--- config.mk ---
export PLATFORM = sky130hd
export DESIGN_NAME = mux_bus_seq
export DESIGN_NICKNAME = d
export VERILOG_FILES = /design/src/rtl/mux_bus_pkg.sv /design/src/rtl/mux_bus_shadow.sv /design/src/rtl/mux_bus_seq.sv
export SDC_FILE = /design/constraint.sdc
export NUM_CORES = 1
export LEC_CHECK = 0
export CAP_MARGIN = 0
export CORE_UTILIZATION = 56
export CTS_CLUSTER_DIAMETER = 60
export DETAILED_ROUTE_END_ITERATION = 7
export GPL_ROUTABILITY_DRIVEN = 1
export PLACE_DENSITY = 0.85
export SYNTH_ARGS = -nofsm -noshare
export SYNTH_HDL_FRONTEND = slang
export SYNTH_SLANG_ARGS = --single-unit
--- constraint.sdc ---
create_clock -name clk -period 5.1 [get_ports clk]
set_clock_uncertainty 0.1 [all_clocks]
set_input_delay 1.53 -clock clk [delete_from_list [all_inputs] [get_ports clk]]
set_output_delay 1.53 -clock clk [all_outputs]
set_load 0.005 [all_outputs]
--- src/rtl/mux_bus_pkg.sv ---
// Shared types and defaults for the multiplexed address/data bus sequencer.
package mux_bus_pkg;

   localparam int ADDR_BYTES_DEF = 2;
   localparam int WAIT_W_DEF     = 3;

   typedef enum logic [2:0] {
      IDLE,
      ADDR_HI,
      ADDR_LO,
      ACCESS,
      WR_HOLD
   } state_t;

endpackage

--- src/rtl/mux_bus_shadow.sv ---
// Shadow copies of the upper address bytes already latched on the bus, with
// per-byte valid flags and a miss vector (bit 0 is never a miss).
module mux_bus_shadow
   import mux_bus_pkg::*;
#(
   parameter int  ADDR_BYTES = ADDR_BYTES_DEF,
   localparam int K_W        = $clog2(ADDR_BYTES)
) (
   input  logic                          clk,
   input  logic                          rst_n,
   input  logic [8*(ADDR_BYTES-1)-1:0]   addr_hi,
   output logic [ADDR_BYTES-1:0]         miss,
   input  logic                          upd_en,
   input  logic [K_W-1:0]                upd_idx,
   input  logic [7:0]                    upd_byte
);

   assign miss[0] = 1'b0;

   for (genvar k = 1; k < ADDR_BYTES; k++) begin : g_byte
      logic [7:0] sh;
      logic       vld;

      always_ff @(posedge clk or negedge rst_n) begin
         if (!rst_n) begin
            sh  <= '0;
            vld <= 1'b0;
         end else if (upd_en && upd_idx == K_W'(k)) begin
            sh  <= upd_byte;
            vld <= 1'b1;
         end
      end

      assign miss[k] = !vld || (sh != addr_hi[8*(k-1) +: 8]);
   end

endmodule

--- src/rtl/mux_bus_seq.sv ---
// Multiplexed-bus access sequencer: upper address bytes (only when changed),
// low byte, strobed access, optional write hold. Wait states need MUXBUS_WAIT_EN.
module mux_bus_seq
   import mux_bus_pkg::*;
#(
   parameter int  ADDR_BYTES = ADDR_BYTES_DEF,
   parameter int  WAIT_W     = WAIT_W_DEF,
   localparam int K_W        = $clog2(ADDR_BYTES)
) (
   input  logic                    clk,
   input  logic                    rst_n,
   input  logic                    req_valid,
   output logic                    req_ready,
   input  logic                    req_we,
   input  logic                    req_io,
   input  logic [8*ADDR_BYTES-1:0] req_addr,
   input  logic [7:0]              req_wdata,
`ifdef MUXBUS_WAIT_EN
   input  logic [WAIT_W-1:0]       wait_states,
`endif
   output logic                    rsp_valid,
   output logic [7:0]              rsp_rdata,
   output logic [7:0]              bus_out,
   output logic                    bus_oe,
   input  logic [7:0]              bus_in,
   output logic [ADDR_BYTES-1:0]   le,
   output logic                    OEb,
   output logic                    WEb,
   output logic                    IOC
);

   state_t                  state;
   logic [8*ADDR_BYTES-1:0] addr_q;
   logic [7:0]              wdata_q;
   logic                    we_q;
   logic                    io_q;
   logic [WAIT_W-1:0]       wcnt;
   logic [WAIT_W-1:0]       wait_in;
   logic [ADDR_BYTES-1:0]   pend;
   logic [ADDR_BYTES-1:0]   miss;
   logic [ADDR_BYTES-1:0]   sel_mask;
   logic [K_W-1:0]          cur_k;
   logic [K_W-1:0]          nxt_k;
   logic [8*ADDR_BYTES-1:0] hi_src;
   logic [7:0]              hi_byte;

`ifdef MUXBUS_WAIT_EN
   assign wait_in = wait_states;
`else
   assign wait_in = '0;
`endif

   mux_bus_shadow #(.ADDR_BYTES(ADDR_BYTES)) u_shadow (
      .clk      (clk),
      .rst_n    (rst_n),
      .addr_hi  (req_addr[8*ADDR_BYTES-1:8]),
      .miss     (miss),
      .upd_en   (state == ADDR_HI),
      .upd_idx  (cur_k),
      .upd_byte (addr_q[8*cur_k +: 8])
   );

   // In IDLE the pending set comes from the live request; in ADDR_HI it is
   // what remains after the byte being latched this cycle.
   always_comb begin
      sel_mask = (state == IDLE) ? (req_io ? '0 : miss)
                                 : (pend & ~(ADDR_BYTES'(1) << cur_k));
      nxt_k = '0;
      for (int k = 1; k < ADDR_BYTES; k++)
         if (sel_mask[k]) nxt_k = K_W'(k);
      hi_src  = (state == IDLE) ? req_addr : addr_q;
      hi_byte = hi_src[8*nxt_k +: 8];
   end

   always_ff @(posedge clk or negedge rst_n) begin
      if (!rst_n) begin
         state     <= IDLE;
         req_ready <= 1'b1;
         rsp_valid <= 1'b0;
         rsp_rdata <= '0;
         bus_out   <= '0;
         bus_oe    <= 1'b0;
         le        <= '0;
         OEb       <= 1'b1;
         WEb       <= 1'b1;
         IOC       <= 1'b0;
         addr_q    <= '0;
         wdata_q   <= '0;
         we_q      <= 1'b0;
         io_q      <= 1'b0;
         wcnt      <= '0;
         pend      <= '0;
         cur_k     <= '0;
      end else begin
         rsp_valid <= 1'b0;
         case (state)
            IDLE: if (req_valid) begin
               addr_q    <= req_addr;
               wdata_q   <= req_wdata;
               we_q      <= req_we;
               io_q      <= req_io;
               wcnt      <= wait_in;
               req_ready <= 1'b0;
               bus_oe    <= 1'b1;
               pend      <= sel_mask;
               cur_k     <= nxt_k;
               if (|sel_mask) begin
                  state   <= ADDR_HI;
                  le      <= ADDR_BYTES'(1) << nxt_k;
                  bus_out <= hi_byte;
               end else begin
                  state   <= ADDR_LO;
                  le      <= ADDR_BYTES'(1);
                  bus_out <= req_addr[7:0];
               end
            end
            ADDR_HI: begin
               pend  <= sel_mask;
               cur_k <= nxt_k;
               if (|sel_mask) begin
                  le      <= ADDR_BYTES'(1) << nxt_k;
                  bus_out <= hi_byte;
               end else begin
                  state   <= ADDR_LO;
                  le      <= ADDR_BYTES'(1);
                  bus_out <= addr_q[7:0];
               end
            end
            ADDR_LO: begin
               state <= ACCESS;
               le    <= '0;
               IOC   <= io_q;
               if (we_q) begin
                  WEb     <= 1'b0;
                  bus_out <= wdata_q;
               end else begin
                  OEb     <= 1'b0;
                  bus_oe  <= 1'b0;
                  bus_out <= '0;
               end
            end
            ACCESS: begin
               if (wcnt != '0) begin
                  wcnt <= wcnt - WAIT_W'(1);
               end else begin
                  IOC <= 1'b0;
                  if (we_q) begin
                     state <= WR_HOLD;
                     WEb   <= 1'b1;
                  end else begin
                     state     <= IDLE;
                     OEb       <= 1'b1;
                     rsp_rdata <= bus_in;
                     rsp_valid <= 1'b1;
                     req_ready <= 1'b1;
                  end
               end
            end
            WR_HOLD: begin
               state     <= IDLE;
               bus_oe    <= 1'b0;
               bus_out   <= '0;
               rsp_valid <= 1'b1;
               req_ready <= 1'b1;
            end
            default: state <= IDLE;
         endcase
      end
   end

endmodule

-- Word level (Yosys, flattened, before mapping)
Cells that the tools add are included.
- word-level logic and storage cells: 108
- bits of input ports: 37
- register bits: 68
- output and inout port bits: 24
- reductions and logical operators: 25
- add/subtract/negate cells: 1
- shift operators: 4
- muxes and demuxes: 42
- bitwise gates (word level): 4
- equality and inequality tests: 13
- operators with widths (cell ; number):
    $mux 8 ; 4
    $pmux 8 s4 ; 1
    $shiftx 16x5->8 ; 2
    $mux 3 ; 6
    $mux 16 ; 1
    $ne 2x2->1 const B ; 8
    $mux 1 ; 13
    $mux 2 ; 6
    $pmux 3 s4 ; 1
    $reduce_and 3->1 ; 4
    $reduce_and 4->1 ; 3
    $reduce_bool 3->1 ; 4
    $pmux 1 s2 ; 5
    $reduce_and 2->1 ; 5
    $ne 8x8->1 ; 1
    $eq 3x2->1 const B ; 2
    $pmux 1 s3 ; 2
    $pmux 2 s3 ; 1
    $pmux 3 s2 ; 1
    $reduce_bool 2->1 ; 3
    $pmux 2 s2 ; 1
    $reduce_bool 4->1 ; 1
    $shl 1x1->2 const A ; 2
    $eq 3x1->1 const B ; 1
    other kinds (10) ; 11

-- Depth between registers and ports, before layout
Gate-level depths: netlist (run 1).
- depth in word-level cells: 9
- gate-level depth with buffers: 9
- gate-level depth less buffers: 7

-- Cells and area by module
A second synthesis (run 1) with hierarchy kept.
- cells, all modules: 336
- area total of the unflattened synthesis: 3338.2 µm²
- by module, submodules not included (module ; cells an instance ; area an instance (µm²) ; times used ; seq. area each (µm²)):
    mux_bus_seq ; 304 ; 2911.5 ; 1 ; 1455.1
    mux_bus_shadow ; 32 ; 426.7 ; 1 ; 225.2

-- Worst setup path before layout (run 1)
No wires, ideal clock.
- kind: input port to flip-flop
- start point: input port req_addr[11]
- end point: register state[0]
- path buffers: 1
- required time: 4.868 ns
- stages on the path: 6
- arrival: 2.690 ns
- path slack: 2.179 ns
- setup time: 0.132 ns
- cell sequence: xor2_1 -> nor4_1 -> nand4_1 -> clkbuf_1 -> a22oi_1 -> a21boi_0
- word-level cells in the longest chain between the ends: 8
- elaborated cells on any way between the ends: 10
- classes of those cells: eq/ne (2); mux (5); reduce/logical (3)
- RTL lines (element ; line ; RTL):
    start, declared ; mux_bus_seq.sv:16 ; input logic [8*ADDR_BYTES-1:0] req_addr,
    $ne 8x8->1 (*) ; mux_bus_shadow.sv:34 ; assign miss[k] = !vld || (sh != addr_hi[8*(k-1) +: 8]);
    $logic_or 1x1->1 (*) ; mux_bus_shadow.sv:34 ;
    $mux 2 (*) (2 in a row) ; mux_bus_seq.sv:66 ; sel_mask = (state == IDLE) ? (req_io ? '0 : miss)
    $reduce_or 2->1 (*) ; mux_bus_seq.sv:107, mux_bus_seq.sv:120 ;
    $mux 2 ; mux_bus_seq.sv:107 ; if (|sel_mask) begin
    $mux 3 ; mux_bus_seq.sv:97 ; IDLE: if (req_valid) begin
    $pmux 3 s4 ; mux_bus_seq.sv:96 ; case (state)
    end signal, assigned ; mux_bus_seq.sv:108 ; state <= ADDR_HI;
    end signal, assigned ; mux_bus_seq.sv:112 ; state <= ADDR_LO;
    end signal, assigned ; mux_bus_seq.sv:124 ; state <= ADDR_LO;
    end, declared ; mux_bus_seq.sv:32 ; state_t state;
Mark *: on every way between the ends. The rest lies on a longest branch, timed or not. The select of a mux whose other input is x is not followed.
A chain may end at the register's enable or synchronous reset.

-- Worst setup path in the final report (run 1)
- start point: input port req_addr[9]
- end point: register bus_out[2]
- word-level cells in the longest chain between the ends: 9
- elaborated cells on any way between the ends: 11
- classes of those cells: eq/ne (1); shift (1); mux (7); reduce/logical (2)
- RTL lines (element ; line ; RTL):
    $ne 8x8->1 (*) ; mux_bus_shadow.sv:34 ;
    $logic_or 1x1->1 (*) ; mux_bus_shadow.sv:34 ;
    $mux 2 (*) (2 in a row) ; mux_bus_seq.sv:66 ;
    $mux 1 ; mux_bus_seq.sv:70 ; if (sel_mask[k]) nxt_k = K_W'(k);
    $shiftx 16x5->8 ; mux_bus_seq.sv:72 ; hi_byte = hi_src[8*nxt_k +: 8];
    $mux 8 ; mux_bus_seq.sv:107 ;
    $mux 8 ; mux_bus_seq.sv:97 ;
    $pmux 8 s4 (*) ; mux_bus_seq.sv:96 ;
    end signal, assigned ; mux_bus_seq.sv:110 ; bus_out <= hi_byte;
    end signal, assigned ; mux_bus_seq.sv:114 ; bus_out <= req_addr[7:0];
    end signal, assigned ; mux_bus_seq.sv:122 ; bus_out <= hi_byte;
    end, declared ; mux_bus_seq.sv:23 ; output logic [7:0] bus_out,
Marked as above.

==> run metrics, run 1 <==
status=finished clean; Num CTS Buffers=9; proportion of layout cells with a drive suffix above 1=9.83%; pin count of the biggest net entering global routing=46; full die area=about 0.0063 mm2; number of cells in the finished layout apart from fillers=roughly 490; Top Layer Used=met4; crit-path max cell delay=roughly 0.65 ns; tightest slew margin relative to the limit=a little over a quarter; clock tree from TritonCTS=yes; part of the power in the clock network=18.0%; RR Endpoint=bus_out[4]; H-tree depth=3; Hold Path Cell Cnt=2; area grow syn2layout=24.0%; detailed-route vias per instance=~6.0; power density normalized to cell area=around 600 mW/mm2; per-instance average area after synthesis=~9.2 um2; setup repair after global routing missed its margin=no; number of remaining DRC errors=0; cell internal power dissipation=between 1.5 and 2 mW; Post-synth ARST share=100%; Final Hold Fails=0; post-route minimum period=between 3 and 4 ns; synthesized area=0.00333 mm2; top area cells in the synthesized netlist=sky130_fd_sc_hd__dfrtp_1, sky130_fd_sc_hd__nand2_1, sky130_fd_sc_hd__mux2_2; worst-margin pin slew=about 1.1 ns; largest area contributor in the synthesized netlist=sky130_fd_sc_hd__dfrtp_1; Row Count=27; GP Congestion=around 0.85; total clock sinks=67; placeable core area=0.00561 mm2; power share of the combinational group=41.9%; yosys synthesis warning count=0; met2 routed wirelength=3870 um; main flop type after synthesis=sky130_fd_sc_hd__dfrtp_1; launch point of the worst hold path=addr_q[10]; clock transition at the registers of the reported paths=about 0.070 ns; Post-synth EDFFs=0; sum of routed wire segments on met1=3390 um; leakage power figure=approximately 1.9 nW; class of the most critical setup path=in -> reg; wire length of the first global-routing pass=13400 um; starting density of the core=~59%; kind of end point of the critical path=flop; startpoint type of the worst setup path=input port; peak fanout along the critical path=19; sum of negative setup slack=0 ns; count of buffers from port buffering=60; number of nets in the synthesized netlist=approximately 400; part of the power in registers=around 40%; hold-fix buffers at CTS=0; post-CTS resize count=0; routed wire length on met3=between 600 and 700 um; Final period util=roughly 73%; distinct cell type count after synthesis=44; post-DR wirelength/cell=about 17 um; leading cell type by number of instances after synthesis=sky130_fd_sc_hd__nand2_1; worst ir drop on vdd=0.347 mV; Crit path required time=between 5 and 6 ns; Max Slew Vio Count=0; type of the tightest min-delay check=reg -> reg; wirelength, routed=8140 um; buffer depth of the longest clock path=2; post-placement cell count=roughly 470; total track usage=28.2%; # setup viols final=0; fraction of post-synthesis cell area in the top cell type by area=48.1%; vias=roughly 3000; register-to-register path setup slack=between 2 and 2.5 ns; power dissipated by switching net loads=926 uW; x dimension of the die=a little under 80 um; root cell of the clock tree=sky130_fd_sc_hd__clkbuf_8; number of synthesized register bits=67; top-level I/O count=slightly above 60; highest achievable clock rate=267 MHz; startpoint of the most critical register-to-register path=state[2]; y dimension of the die=about 79 um; critical path arrival=~4 ns; antenna diode count=0; Mapped Cells=360; end of the worst hold path=addr_q[10]; DR pass1 iterations=7; buffers inserted by post-CTS timing repair=0; via count of the first global-routing pass=approximately 2800; half-perimeter wire length after placement=approximately 5400 um; antenna violations before repair=0; top cells by instance count after synthesis=sky130_fd_sc_hd__nand2_1, sky130_fd_sc_hd__dfrtp_1, sky130_fd_sc_hd__nand3_1; R2R cell count=5; remaining antenna violation count after routing=0; MaxCap Viol Count=0; highest-delay cell along the critical path=sky130_fd_sc_hd__nand4_1; DRT iter0 DRCs=384; clock latency on the worst-skew pair=~0.35 ns; critical path cell sequence=clkdlybuf4s50_1, xor2_1, nor4_1, nand4_1, or3b_1, a31oi_1; Nets=451; net switching share of the total power=37.5%; sequential area share after synthesis=50.5%; total global routing overflow=0
==> cell families (layout without fill, tap and decap cells) <==
logic type | Yosys count | count (layout) | share of synthesized area (%)
flip-flops | 67 | 67 | 50.5
AND/OR/NAND/NOR | 181 | 181 | 25.3
XOR/XNOR | 9 | 9 | 2.37
adder cells (fa/ha/maj) | 2 | 2 | 0.752
buffers and inverters | 26 | 83 | 3.76
multiplexers | 16 | 16 | 5.41
AO/OA/AOI/OAI | 59 | 59 | 11.9
==> power groups by stage <==
stage | clock (mW) | sequential [mW] | combinational [mW]
global placement | 0 | 0.978 | 0.985
finish | 0.446 | 0.989 | 1.04
detailed placement | 0 | 0.988 | 1.02
CTS | 0.450 | 0.983 | 1.03
global route | 0.472 | 1.02 | 1.14
floorplan | 0 | 0.921 | 0.702
==> cell type report <==
type,count,area [um2]
Timing Repair Buffer,62,611
Multi-Input combinational cell,267,1520
Clock buffer,11,141
Inverter,5,18.8
Sequential cell,67,1680
Clock inverter,5,62.6
Tap cell,72,90.1
Fill cell,406,1480
==> through the flow <==
stage / area [um2] / worst slack (ns) / power (mW) / hold WS, ns / utilization [%]
CTS: 4130 / 1.40 / 2.47 / 0.379 / 73.6
global placement: 3920 / 1.13 / 1.96 / 0.352 / 69.9
floorplan: 3330 / 2.18 / 1.62 / 0.339 / -
global route: 4130 / 1.23 / 2.63 / 0.397 / 73.6
detailed placement: 3920 / 1.06 / 2.01 / 0.361 / 69.9
finish: 4130 / 1.35 / 2.47 / 0.376 / 73.6
==> worst max-delay path: cells and delay by family <==
kind | cells | cell delay (ns)
and+or+nand+nor | 3 | 1.51
buffers and inverters | 1 | 0.47
AOI/OAI and AO/OA | 1 | 0.20
xor gates and xnor gates | 1 | 0.19
==> registers in the layout, indices dropped and copies added, names as in the netlist <==
name	count
addr_q	16
req_ready	1
state	3
bus_oe	1
rsp_rdata	8
wcnt	3
pend	2
OEb	1
IOC	1
le	2
rsp_valid	1
bus_out	8
u_shadow.g_byte.sh	8
io_q	1
wdata_q	8
we_q	1
WEb	1
u_shadow.g_byte.vld	1
==> how the worst max path moves through the flow <==
| stage | endpoint | startpoint | slack (ns) | depth (start not counted) |
|---|---|---|---|---|
| 6_report | bus_out[2] | req_addr[9] | 1.35 | 6 |
| 5_1_grt | bus_out[2] | req_addr[11] | 1.23 | 6 |
| 4_1_cts | bus_out[7] | req_addr[9] | 1.40 | 6 |
| 3_5_place_dp | bus_out[2] | req_addr[9] | 1.06 | 6 |
| 3_3_place_gp | bus_out[5] | req_addr[11] | 1.13 | 6 |
| 2_1_floorplan | state[0] | req_addr[11] | 2.18 | 6 |
==> cells in the final DEF, fill, tap and decap left out, types with 3 or more instances in the layout <==
master                            netlist  routed
sky130_fd_sc_hd__inv_1                  5       5
sky130_fd_sc_hd__dfstp_2                3       3
sky130_fd_sc_hd__clkdlybuf4s50_1        0      59
sky130_fd_sc_hd__a21o_1                 3       3
sky130_fd_sc_hd__dfrtp_1               64      64
sky130_fd_sc_hd__a221o_1                8       8
sky130_fd_sc_hd__clkbuf_8               0      10
sky130_fd_sc_hd__and3_1                12      12
sky130_fd_sc_hd__xor2_1                 8       8
sky130_fd_sc_hd__nor2_1                11      11
sky130_fd_sc_hd__a21oi_1               17      17
sky130_fd_sc_hd__a22oi_1                8       8
sky130_fd_sc_hd__a31oi_1                7       7
sky130_fd_sc_hd__nand3_1               27      27
sky130_fd_sc_hd__o21ai_0                8       8
sky130_fd_sc_hd__or3b_1                 7       7
sky130_fd_sc_hd__nand2_1              104     104
sky130_fd_sc_hd__mux2_2                16      16
sky130_fd_sc_hd__nor3_1                 3       3
==> metal layers <==
layer  vias up  global-route usage, %
met2       166                   43.8
met5         -                      0
met4         0                   11.5
met1      1402                   37.7
met3        31                   7.13
li1       1349                      -
Power figures use the tool's default switching activity.
==> inputs of run 2 (changes only) <==
- CORE_UTILIZATION: 56 -> 52
- PLACE_DENSITY: 0.85 -> 0.79
- clock period: 5.1 -> 3.6 ns (I/O delays scaled with it)
==> run 2 against run 1 <==
Net effect: via count down 1.6%; sequential share of layout area down 0.46 points; critical path type unchanged; final cell count up 1.8%; non-clock buffer count up 6; sequential power up 40%; critical endpoint unchanged; die area up 7.5%; highest routed layer unchanged; largest cell class unchanged.
==> run metrics, run 2 (synthesized netlist as in run 1, its figures left out) <==
status=finished clean; count of buffers from port buffering=60; remaining antenna violation count after routing=0; Nets=between 400 and 500; worst-margin pin slew=1.13 ns; Largest register FFs=16; DR pass1 iterations=5; critical path arrival=around 3.0 ns; highest-count cells in the layout ignoring fill and taps=sky130_fd_sc_hd__nand2_1, sky130_fd_sc_hd__dfrtp_1, sky130_fd_sc_hd__clkdlybuf4s50_1; highest achievable clock rate=roughly 350 MHz; worst ir drop on vdd=between 0.4 and 0.5 mV; kind of end point of the critical path=flop; GP Congestion=~0.86; leakage power figure=between 1.5 and 2 nW; peak fanout along the critical path=12; Final period util=78.8%; Final Hold Fails=0; half-perimeter wire length after placement=between 5000 and 6000 um; startpoint type of the worst setup path=input port; full die area=0.00672 mm2; Num CTS Buffers=9; starting density of the core=54.9%; clock latency on the worst-skew pair=roughly 0.35 ns; tightest slew margin relative to the limit=~24%; proportion of layout cells with a drive suffix above 1=between 10% and 20%; top-level I/O count=61; MaxCap Viol Count=0; DRT iter0 DRCs=between 300 and 400; post-route minimum period=2.84 ns; number of remaining DRC errors=0; register-to-register path setup slack=1.05 ns; clock transition at the registers of the reported paths=0.08 ns; buffer depth of the longest clock path=2; setup repair after global routing missed its margin=no; commonest non-fill, non-tap cell in the layout=sky130_fd_sc_hd__nand2_1; # setup viols final=0; PnR Total Power=between 3 and 4 mW; via count of the first global-routing pass=around 2800; type of the tightest min-delay check=reg -> reg; Crit path required time=approximately 3.8 ns; wirelength, routed=8200 um; fillers=around 470; clock tree from TritonCTS=yes; Row Count=28; area taken by flip-flops and latches=~0.0017 mm2; total track usage=26.9%; x dimension of the die=82 um; register ranked first by flip-flop count=addr_q; pin count of the biggest net entering global routing=40; power density normalized to cell area=between 800 and 900 mW/mm2; wire length of the first global-routing pass=between 10000 and 15000 um; class of the most critical setup path=in -> reg; post-DR wirelength/cell=between 15 and 20 um; buffers inserted by post-CTS timing repair=0; y dimension of the die=slightly above 80 um; Max Slew Vio Count=0; area grow syn2layout=25.4%; root cell of the clock tree=sky130_fd_sc_hd__clkbuf_8; post-CTS resize count=0; total global routing overflow=0; placeable core area=between 0.006 and 0.007 mm2; hold-fix buffers at CTS=0; antenna violations before repair=0; detailed-route vias per instance=approximately 5.8; area used by multi-input combinational logic=around 0.0015 mm2; H-tree depth=3; antenna diode count=0; vias=2900; sum of negative setup slack=0 ns; total clock sinks=67
## run 2: changes by cell type in the layout (fill, tap and decap cells not counted), sizes merged
cell    change
buf         +6
inv         +2
bufinv      -1
clkbuf      -1
## run 2: layout make-up
type                       count  share of cell area, %
inverter                       5                  0.450
multi-input combinational    267                   36.5
clock inverter                 6                   1.20
sequential                    67                   40.3
clock buffer                  10                   3.06
timing repair buffer          68                   16.3
tap                           75                   2.25
## run 2: report_power, final
part	internal, mW	switching, mW
registers	1.10	0.281
logic	0.773	0.744
clock network	0.257	0.308
## run 2: metrics by stage
step / worst slack (ns) / hold slack (ns) / instances / utilization (%) / cell area, um2
after floorplan: 1.13 / 0.339 / 360 / - / 3330
after global placement: 0.590 / 0.351 / 482 / 65.9 / 4000
after detailed placement: 0.491 / 0.357 / 482 / 65.9 / 4000
after CTS: 0.801 / 0.380 / 498 / 68.9 / 4170
after global routing: 0.666 / 0.400 / 498 / 68.9 / 4170
final: 0.763 / 0.378 / 498 / 68.9 / 4170
## run 2: path summary, 6_finish.rpt
check | to | cells after the start | start
max | bus_out[2] | 7 | req_addr[11]
min | addr_q[12] | 2 | addr_q[12]
max reg2reg | bus_out[4] | 5 | state[1]
min reg2reg | addr_q[12] | 2 | addr_q[12]
max in group asynchronous | WEb | 2 | rst_n
min in group asynchronous | bus_oe | 1 | rst_n
## run 2: layer usage
layer	GRT usage, %	vias up	wire length (um)	part of all wire [%]
li1	-	1361	-	-
met1	35.0	1422	3540	43
met2	42.6	100	4030	49
met3	7.44	17	474	5.8
met4	10.0	0	147	1.8
met5	0	-	0	0
## run 2: worst max-delay path, stage by stage
cell	delay (ns)
sky130_fd_sc_hd__clkdlybuf4s50_1	0.48
sky130_fd_sc_hd__xor2_1	0.20
sky130_fd_sc_hd__nor4_1	0.28
sky130_fd_sc_hd__nand4_1	0.16
sky130_fd_sc_hd__buf_4	0.21
sky130_fd_sc_hd__or3b_1	0.35
sky130_fd_sc_hd__a31oi_1	0.24
